File: src/rtl/overlay_mem_pkg.sv
// Shared types and constants for the overlay memory arbiter:
// arbiter states, default prefetch depth and pixel nibble positions.
package overlay_mem_pkg;

  typedef enum logic [1:0] {
    IDLE    = 2'd0,
    WR_WAIT = 2'd1,
    RD_WAIT = 2'd2
  } arb_state_t;

  localparam int DEFAULT_FIFO_DEPTH = 4;

  // pix_data layout {a,b,g,r}
  localparam int PIX_FIELD_W = 4;
  localparam int PIX_R_LSB   = 0;
  localparam int PIX_G_LSB   = 4;
  localparam int PIX_B_LSB   = 8;
  localparam int PIX_A_LSB   = 12;

endpackage

File: src/rtl/ovl_prefetch_fifo.sv
// Synchronous 32-bit prefetch FIFO with flush and occupancy count;
// the head word is read combinationally so the pixel stage can use it directly.
module ovl_prefetch_fifo #(
  parameter int DEPTH = 4
) (
  input  logic                    clk,
  input  logic                    rst_n,
  input  logic                    flush,
  input  logic                    push,
  input  logic [31:0]             push_data,
  input  logic                    pop,
  output logic [31:0]             head,
  output logic [$clog2(DEPTH):0]  count,
  output logic                    empty
);

  localparam int AW = $clog2(DEPTH);
  localparam int CW = AW + 1;

  logic [31:0]   mem [DEPTH];
  logic [AW-1:0] wr_ptr;
  logic [AW-1:0] rd_ptr;
  logic          do_push;
  logic          do_pop;

  // flush wins over anything arriving in the same cycle
  assign do_push = push & ~flush & (count != CW'(DEPTH));
  assign do_pop  = pop & ~flush & ~empty;
  assign empty   = (count == '0);
  assign head    = mem[rd_ptr];

  always_ff @(posedge clk) begin
    if (do_push) mem[wr_ptr] <= push_data;
  end

  always_ff @(posedge clk or negedge rst_n) begin
    if (!rst_n) begin
      wr_ptr <= '0;
      rd_ptr <= '0;
      count  <= '0;
    end else if (flush) begin
      wr_ptr <= '0;
      rd_ptr <= '0;
      count  <= '0;
    end else begin
      if (do_push) wr_ptr <= wr_ptr + 1'b1;
      if (do_pop)  rd_ptr <= rd_ptr + 1'b1;
      case ({do_push, do_pop})
        2'b10:   count <= count + 1'b1;
        2'b01:   count <= count - 1'b1;
        default: count <= count;
      endcase
    end
  end

endmodule

File: src/rtl/overlay_mem_arbiter.sv
// Arbitrates one memory port between overlay download writes (byte-paired,
// priority) and 32-bit pixel prefetch reads feeding the pixel output stage.
module overlay_mem_arbiter
  import overlay_mem_pkg::*;
#(
  parameter int FIFO_DEPTH = DEFAULT_FIFO_DEPTH
) (
  input  logic        clk_sys,
  input  logic        reset_n,
  input  logic        ovl_en,
  input  logic        dl_active,
  input  logic        dl_wr,
  input  logic [24:0] dl_addr,
  input  logic [7:0]  dl_data,
  input  logic        vs,
  input  logic        de,
  input  logic        pix_ce,
  output logic [15:0] pix_data,
  output logic        underrun,
  output logic        mem_req,
  output logic        mem_rnw,
  output logic [23:0] mem_addr,
  output logic [15:0] mem_wdata,
  input  logic [31:0] mem_rdata,
  input  logic        mem_ack
);

  localparam int CW = $clog2(FIFO_DEPTH) + 1;

  arb_state_t state, state_next;

  logic        vs_d, dl_active_d;
  logic        vs_rise, dl_rise, flush;
  logic        pair_wr, write_done, read_done;
  logic [7:0]  low_byte;
  logic        pend_valid, skid_valid;
  logic [23:0] pend_addr, skid_addr;
  logic [15:0] pend_data, skid_data;
  logic [23:0] rd_ptr;
  logic        rd_discard;
  logic        sel;

  logic        mem_req_next, mem_rnw_next;
  logic [23:0] mem_addr_next;
  logic [15:0] mem_wdata_next;

  logic        fifo_push, fifo_pop, fifo_empty;
  logic [31:0] fifo_head;
  logic [CW-1:0] fifo_count;

  assign vs_rise    = vs & ~vs_d;
  assign dl_rise    = dl_active & ~dl_active_d;
  assign flush      = vs_rise | dl_rise;
  assign pair_wr    = dl_wr & dl_addr[0];
  assign write_done = (state == WR_WAIT) & mem_ack;
  assign read_done  = (state == RD_WAIT) & mem_ack;
  assign fifo_push  = read_done & ~rd_discard & ~flush & ovl_en;
  assign fifo_pop   = ovl_en & pix_ce & de & ~fifo_empty & sel & ~flush;

  ovl_prefetch_fifo #(.DEPTH(FIFO_DEPTH)) u_fifo (
    .clk       (clk_sys),
    .rst_n     (reset_n),
    .flush     (flush),
    .push      (fifo_push),
    .push_data (mem_rdata),
    .pop       (fifo_pop),
    .head      (fifo_head),
    .count     (fifo_count),
    .empty     (fifo_empty)
  );

  always_ff @(posedge clk_sys or negedge reset_n) begin
    if (!reset_n) begin
      state     <= IDLE;
      mem_req   <= 1'b0;
      mem_rnw   <= 1'b1;
      mem_addr  <= '0;
      mem_wdata <= '0;
    end else begin
      state     <= state_next;
      mem_req   <= mem_req_next;
      mem_rnw   <= mem_rnw_next;
      mem_addr  <= mem_addr_next;
      mem_wdata <= mem_wdata_next;
    end
  end

  always_comb begin
    state_next     = state;
    mem_req_next   = 1'b0;
    mem_rnw_next   = mem_rnw;
    mem_addr_next  = mem_addr;
    mem_wdata_next = mem_wdata;
    case (state)
      IDLE: begin
        if (pend_valid && !dl_rise) begin
          state_next     = WR_WAIT;
          mem_req_next   = 1'b1;
          mem_rnw_next   = 1'b0;
          mem_addr_next  = pend_addr;
          mem_wdata_next = pend_data;
        end else if (ovl_en && !dl_active && !flush && (fifo_count < CW'(FIFO_DEPTH))) begin
          // only issued from IDLE, so nothing else is in flight here
          state_next    = RD_WAIT;
          mem_req_next  = 1'b1;
          mem_rnw_next  = 1'b1;
          mem_addr_next = rd_ptr;
        end
      end
      WR_WAIT: if (mem_ack) state_next = IDLE;
      RD_WAIT: if (mem_ack) state_next = IDLE;
      default: state_next = IDLE;
    endcase
  end

  // Download byte pairing with a one-deep skid behind the pending write
  always_ff @(posedge clk_sys or negedge reset_n) begin
    if (!reset_n) begin
      low_byte   <= '0;
      pend_valid <= 1'b0;
      pend_addr  <= '0;
      pend_data  <= '0;
      skid_valid <= 1'b0;
      skid_addr  <= '0;
      skid_data  <= '0;
    end else if (dl_rise) begin
      low_byte   <= '0;
      pend_valid <= 1'b0;
      skid_valid <= 1'b0;
    end else begin
      if (dl_wr && !dl_addr[0]) low_byte <= dl_data;
      if (write_done) begin
        if (skid_valid) begin
          pend_addr  <= skid_addr;
          pend_data  <= skid_data;
          skid_valid <= 1'b0;
          if (pair_wr) begin
            skid_valid <= 1'b1;
            skid_addr  <= dl_addr[24:1];
            skid_data  <= {dl_data, low_byte};
          end
        end else if (pair_wr) begin
          pend_addr <= dl_addr[24:1];
          pend_data <= {dl_data, low_byte};
        end else begin
          pend_valid <= 1'b0;
        end
      end else if (pair_wr) begin
        if (!pend_valid) begin
          pend_valid <= 1'b1;
          pend_addr  <= dl_addr[24:1];
          pend_data  <= {dl_data, low_byte};
        end else if (!skid_valid) begin
          skid_valid <= 1'b1;
          skid_addr  <= dl_addr[24:1];
          skid_data  <= {dl_data, low_byte};
        end
      end
    end
  end

  // Read pointer, edge detectors and discard marking for reads made stale mid-flight
  always_ff @(posedge clk_sys or negedge reset_n) begin
    if (!reset_n) begin
      vs_d        <= 1'b0;
      dl_active_d <= 1'b0;
      rd_ptr      <= '0;
      rd_discard  <= 1'b0;
    end else begin
      vs_d        <= vs;
      dl_active_d <= dl_active;
      if (flush)          rd_ptr <= '0;
      else if (fifo_push) rd_ptr <= rd_ptr + 24'd2;
      if (state_next != RD_WAIT)                        rd_discard <= 1'b0;
      else if (state == RD_WAIT && (flush || !ovl_en)) rd_discard <= 1'b1;
    end
  end

  always_ff @(posedge clk_sys or negedge reset_n) begin
    if (!reset_n) begin
      pix_data <= '0;
      underrun <= 1'b0;
      sel      <= 1'b0;
    end else begin
      if (!ovl_en) begin
        pix_data <= '0;
      end else if (pix_ce && de) begin
        if (fifo_empty) begin
          pix_data <= '0;
          underrun <= 1'b1;
        end else begin
          pix_data <= sel ? fifo_head[31:16] : fifo_head[15:0];
          sel      <= ~sel;
        end
      end
      if (flush)   sel      <= 1'b0;
      if (vs_rise) underrun <= 1'b0;
    end
  end

endmodule

File: config.mk
export PLATFORM = sky130hd
export DESIGN_NAME = overlay_mem_arbiter
export DESIGN_NICKNAME = d
export VERILOG_FILES = /design/src/rtl/overlay_mem_pkg.sv /design/src/rtl/ovl_prefetch_fifo.sv /design/src/rtl/overlay_mem_arbiter.sv
export SDC_FILE = /design/constraint.sdc
export NUM_CORES = 1
export LEC_CHECK = 0
export ABC_AREA = 1
export CORE_MARGIN = 2
export CORE_UTILIZATION = 54
export CTS_CLUSTER_SIZE = 16
export DETAILED_ROUTE_END_ITERATION = 6
export PLACE_DENSITY = 0.74
export SLEW_MARGIN = 20
export SYNTH_ARGS = -nofsm -noshare
export SYNTH_HDL_FRONTEND = slang
export SYNTH_SLANG_ARGS = --single-unit
File: constraint.sdc
create_clock -name clk_sys -period 6.6 [get_ports clk_sys]
set_input_delay 0.66 -clock clk_sys [delete_from_list [all_inputs] [get_ports clk_sys]]
set_output_delay 0.66 -clock clk_sys [all_outputs]
set_load 0.05 [all_outputs]
==> metrics.md <==
| Metric | Value |
|---|---|
| Run status | `complete, no violations` |
| Buffers plus inverters on the worst setup path | `4` |
| Worst stage delay on the critical path | `0.50 ns` |
| Cell type with the highest aggregate area in the netlist | `sky130_fd_sc_hd__dfrtp_1` |
| Fraction of layout cells with a size suffix above 1 | `7.18%` |
| Clock-pin transition on the worst setup and hold timing paths | `0.06 ns` |
| DRC violation total after the first TritonRoute iteration | `789` |
| Met1 global-route usage | `29.7%` |
| Final hold violation count | `0` |
| Worst Setup Path Type | `reg -> reg` |
| Max FO, Critical Path | `80` |
| Total Routed Length | `29900 um` |
| Routing layer with the top usage in global route | `met2` |
| H-tree Lvls | `1` |
| Core box area | `24300 um^2` |
| Kind of path behind the tightest hold check | `in -> async` |
| Setup clock skew after layout | `0.0104 ns` |
| Remaining max-slew budget at the tightest pin | `29.9%` |
| CP Data Required Time | `6.99 ns` |
| Share of synthesized flip-flops with an asynchronous set or reset | `59.1%` |
| Final cycle utilization of the critical path | `42.3%` |
| Cell with the most instances on the worst path | `sky130_fd_sc_hd__buf_4` |
| NumNets Final | `1521` |
| Sequential cell area | `8480 um^2` |
| Number of nets with antenna violations after detailed routing | `0` |
| Worst skew pair latency | `0.56 ns` |
| Sequential cell area fraction in the yosys report | `63.4%` |
| Number of buffer cells added on primary ports | `132` |
| Antenna violations before repair | `2` |
| Final Worst Setup Slack | `3.81 ns` |
| Residual DRC | `0` |
| Cell types with the largest area share after synthesis | `sky130_fd_sc_hd__dfrtp_1 (34%), sky130_fd_sc_hd__edfxtp_1 (29%), sky130_fd_sc_hd__nand2_1 (8.1%)` |
| Leakage component of the power | `6.74 nW` |
| Cell family contributing the most delay on the critical path | `buffers and inverters` |
| Remaining global-route overflow | `0` |
| Number of instances resized during post-cts repair | `0` |
| Post-synth cell types | `47` |
| Kind of start point of the critical path | `flop` |
| Die Outline Area | `26000 um^2` |
| Ys flop type | `sky130_fd_sc_hd__dfrtp_1` |
| Register-to-register path setup slack | `3.81 ns` |
| Count of pins over their slew limit | `0` |
| Number of buffers created by CTS | `31` |
| Placed wire-length estimate after detailed placement | `18500 um` |
| Root buf cell | `sky130_fd_sc_hd__clkbuf_16` |
| Total vias in the final route | `9741` |
| Via density per instance | `5.45` |
| Met3 capacity usage during global routing | `4.21%` |
| Setup TNS Final | `0 ns` |
| Syn-to-layout area delta | `19.5%` |
| Ports placed on the boundary | `133` |
| Unrepaired setup endpoints after global routing | `no` |
| CTS hold repair buffers | `0` |
| Clock tree from TritonCTS | `yes` |
| Peak VDD IR | `0.282 mV` |
| FF+latch count, synth | `313` |
| Minimum setup slack after placement | `3.37 ns` |
| Global routing usage on met2 | `39.3%` |
| Global-route wire length before repair | `47200 um` |
| Vias in the first global route | `9278` |
| Number of iterations in the first detailed-routing pass | `6` |
| Placer's final routability congestion estimate | `0.852` |
| Number of instances in the synthesized netlist | `1321` |
| Effective utilization at floorplan | `54.9%` |
| Die extent in y | `161 um` |
| Number of synthesized flops with an enable pin | `128` |
| Net Count, Synth | `1405` |
| Fmax | `358 MHz` |
| Most used standard cells in the synthesized netlist | `sky130_fd_sc_hd__nand2_1 (290), sky130_fd_sc_hd__dfrtp_1 (184), sky130_fd_sc_hd__inv_1 (139)` |
| Slowest cell on the critical path | `sky130_fd_sc_hd__buf_4` |
| Cell chain of the critical path | `inv_1 > ha_1 > nand2_1 > nor2_1 > inv_2 > buf_4 > a21oi_4 > buf_4 > o211ai_1 > o21ai_0` |
| # setup viols final | `0` |
| Filler Cell Count | `1836` |
| Global-route total usage across every layer | `22.8%` |
| Area share of the largest cell type after synthesis | `34.5%` |
| Final instance count without filler cells | `1787` |
| Number of sinks on the clock net | `313` |
| DP Cell Count | `1728` |
| Nature of the critical path endpoint | `flop` |
| Time the final worst path needs with I/O delays and setup | `2.79 ns` |
| Die width | `161 um` |
| Multi-input gate area | `4050 um^2` |
| Transition at the pin with the smallest max-transition slack | `1.04 ns` |
| CTS Buffer Depth | `3` |
| Largest net degree at the start of global routing | `125` |
| Routed wire length per instance | `16.7 um` |
| Leading cell type by number of instances after synthesis | `sky130_fd_sc_hd__nand2_1` |
| Number of setup buffers added after CTS | `0` |
| Synthesized area per cell | `10.1 um^2` |
| Synthesis warning total | `0` |
| Num rows | `57` |
| Area of the mapped netlist | `13400 um^2` |
| Power density normalized to cell area | `366 nW/um^2` |
| CP arrival | `3.18 ns` |
| Max-cap check violation count | `0` |
## power breakdown
group          leakage [nW]  internal, mW  switching [mW]
clock network         0.529          1.09           0.737
logic                  2.68         0.472           0.981
registers              3.53          2.39           0.175
total                  6.74          3.95            1.89
## worst register-to-register path, stage by stage, from the launching register on
cell and delay (ns):
sky130_fd_sc_hd__dfrtp_1 0.40, sky130_fd_sc_hd__inv_1 0.09, sky130_fd_sc_hd__ha_1 0.18, sky130_fd_sc_hd__nand2_1 0.14
sky130_fd_sc_hd__nor2_1 0.07, sky130_fd_sc_hd__inv_2 0.48, sky130_fd_sc_hd__buf_4 0.51, sky130_fd_sc_hd__a21oi_4 0.08
sky130_fd_sc_hd__buf_4 0.35, sky130_fd_sc_hd__o211ai_1 0.19, sky130_fd_sc_hd__o21ai_0 0.13
## cell usage in the layout (no fill, tap or decap), drive strengths merged, types with 24 or more instances in the layout
master	n
o21a	24
clkbuf	38
nand3	99
edfxtp	128
o21ai	154
nand2	295
o22ai	27
dfrtp	184
nor2	89
inv	144
clkdlybuf4s50	131
o211ai	40
a21oi	38
## sequential cells by signal (all words and copies together), names as in the netlist
| name | cells |
|---|---|
| pend_valid | 1 |
| underrun | 1 |
| pend_data | 16 |
| u_fifo.count | 3 |
| low_byte | 8 |
| u_fifo.wr_ptr | 2 |
| pix_data | 16 |
| mem_wdata | 16 |
| mem_req | 1 |
| rd_discard | 1 |
| pend_addr | 24 |
| dl_active_d | 1 |
| u_fifo.mem | 128 |
| skid_addr | 24 |
| rd_ptr | 23 |
| u_fifo.rd_ptr | 2 |
| mem_rnw | 1 |
| skid_data | 16 |
| skid_valid | 1 |
| state | 2 |
| mem_addr | 24 |
| vs_d | 1 |
| sel | 1 |
## path summary, 6_finish.rpt
kind	startpoint	to	depth (start not counted)
hold reg to reg	mem_wdata[14]$_DFFE_PN0P_	mem_wdata[14]$_DFFE_PN0P_	2
setup / recovery	state[1]$_DFF_PN0_	pend_addr[19]$_DFFE_PN0P_	10
setup reg to reg	state[1]$_DFF_PN0_	pend_addr[19]$_DFFE_PN0P_	10
min in group clk_sys	mem_wdata[14]$_DFFE_PN0P_	mem_wdata[14]$_DFFE_PN0P_	2
hold / removal	reset_n	mem_addr[12]$_DFFE_PN0P_	1
max in group asynchronous	reset_n	u_fifo.rd_ptr[0]$_DFFE_PN0P_	2
## area by class of cell
class | instances | area share (%)
antenna | 1 | 0.0157
timing repair buffer | 145 | 8.91
multi-input combinational | 802 | 25.3
tap | 324 | 2.54
clock buffer | 37 | 5.19
inverter | 144 | 3.39
sequential | 313 | 53.1
clock inverter | 21 | 1.51
## routing by layer
layer,vias up,wire length (um)
met5,-,13
met4,2,787
met3,64,2180
met2,337,14800
met1,4655,12100
li1,4683,-
## logic make-up after synthesis
kind of cell               after synthesis  share of synthesized area [%]
and+or+nand+nor                        500                           16.2
buffers and inverters                  206                           6.38
adders and majority gates               10                          0.993
xor gates and xnor gates                 2                          0.131
DFF                                    313                           63.4
AOI/OAI and AO/OA                      290                           12.9
## metrics by stage
stage / util, % / instance area (um^2) / power [mW] / hold WS, ns
final: 65.6 / 16000 / 5.84 / 0.203
after global routing: 65.6 / 16000 / 6.11 / 0.313
after CTS: 65.6 / 16000 / 5.88 / 0.268
after detailed placement: 61.2 / 14900 / 4.05 / 0.473
after global placement: 61.2 / 14900 / 4.01 / 0.466
after floorplan: - / 13400 / 3.55 / 0.364
Note: power is estimated with default switching activity, not from simulation.
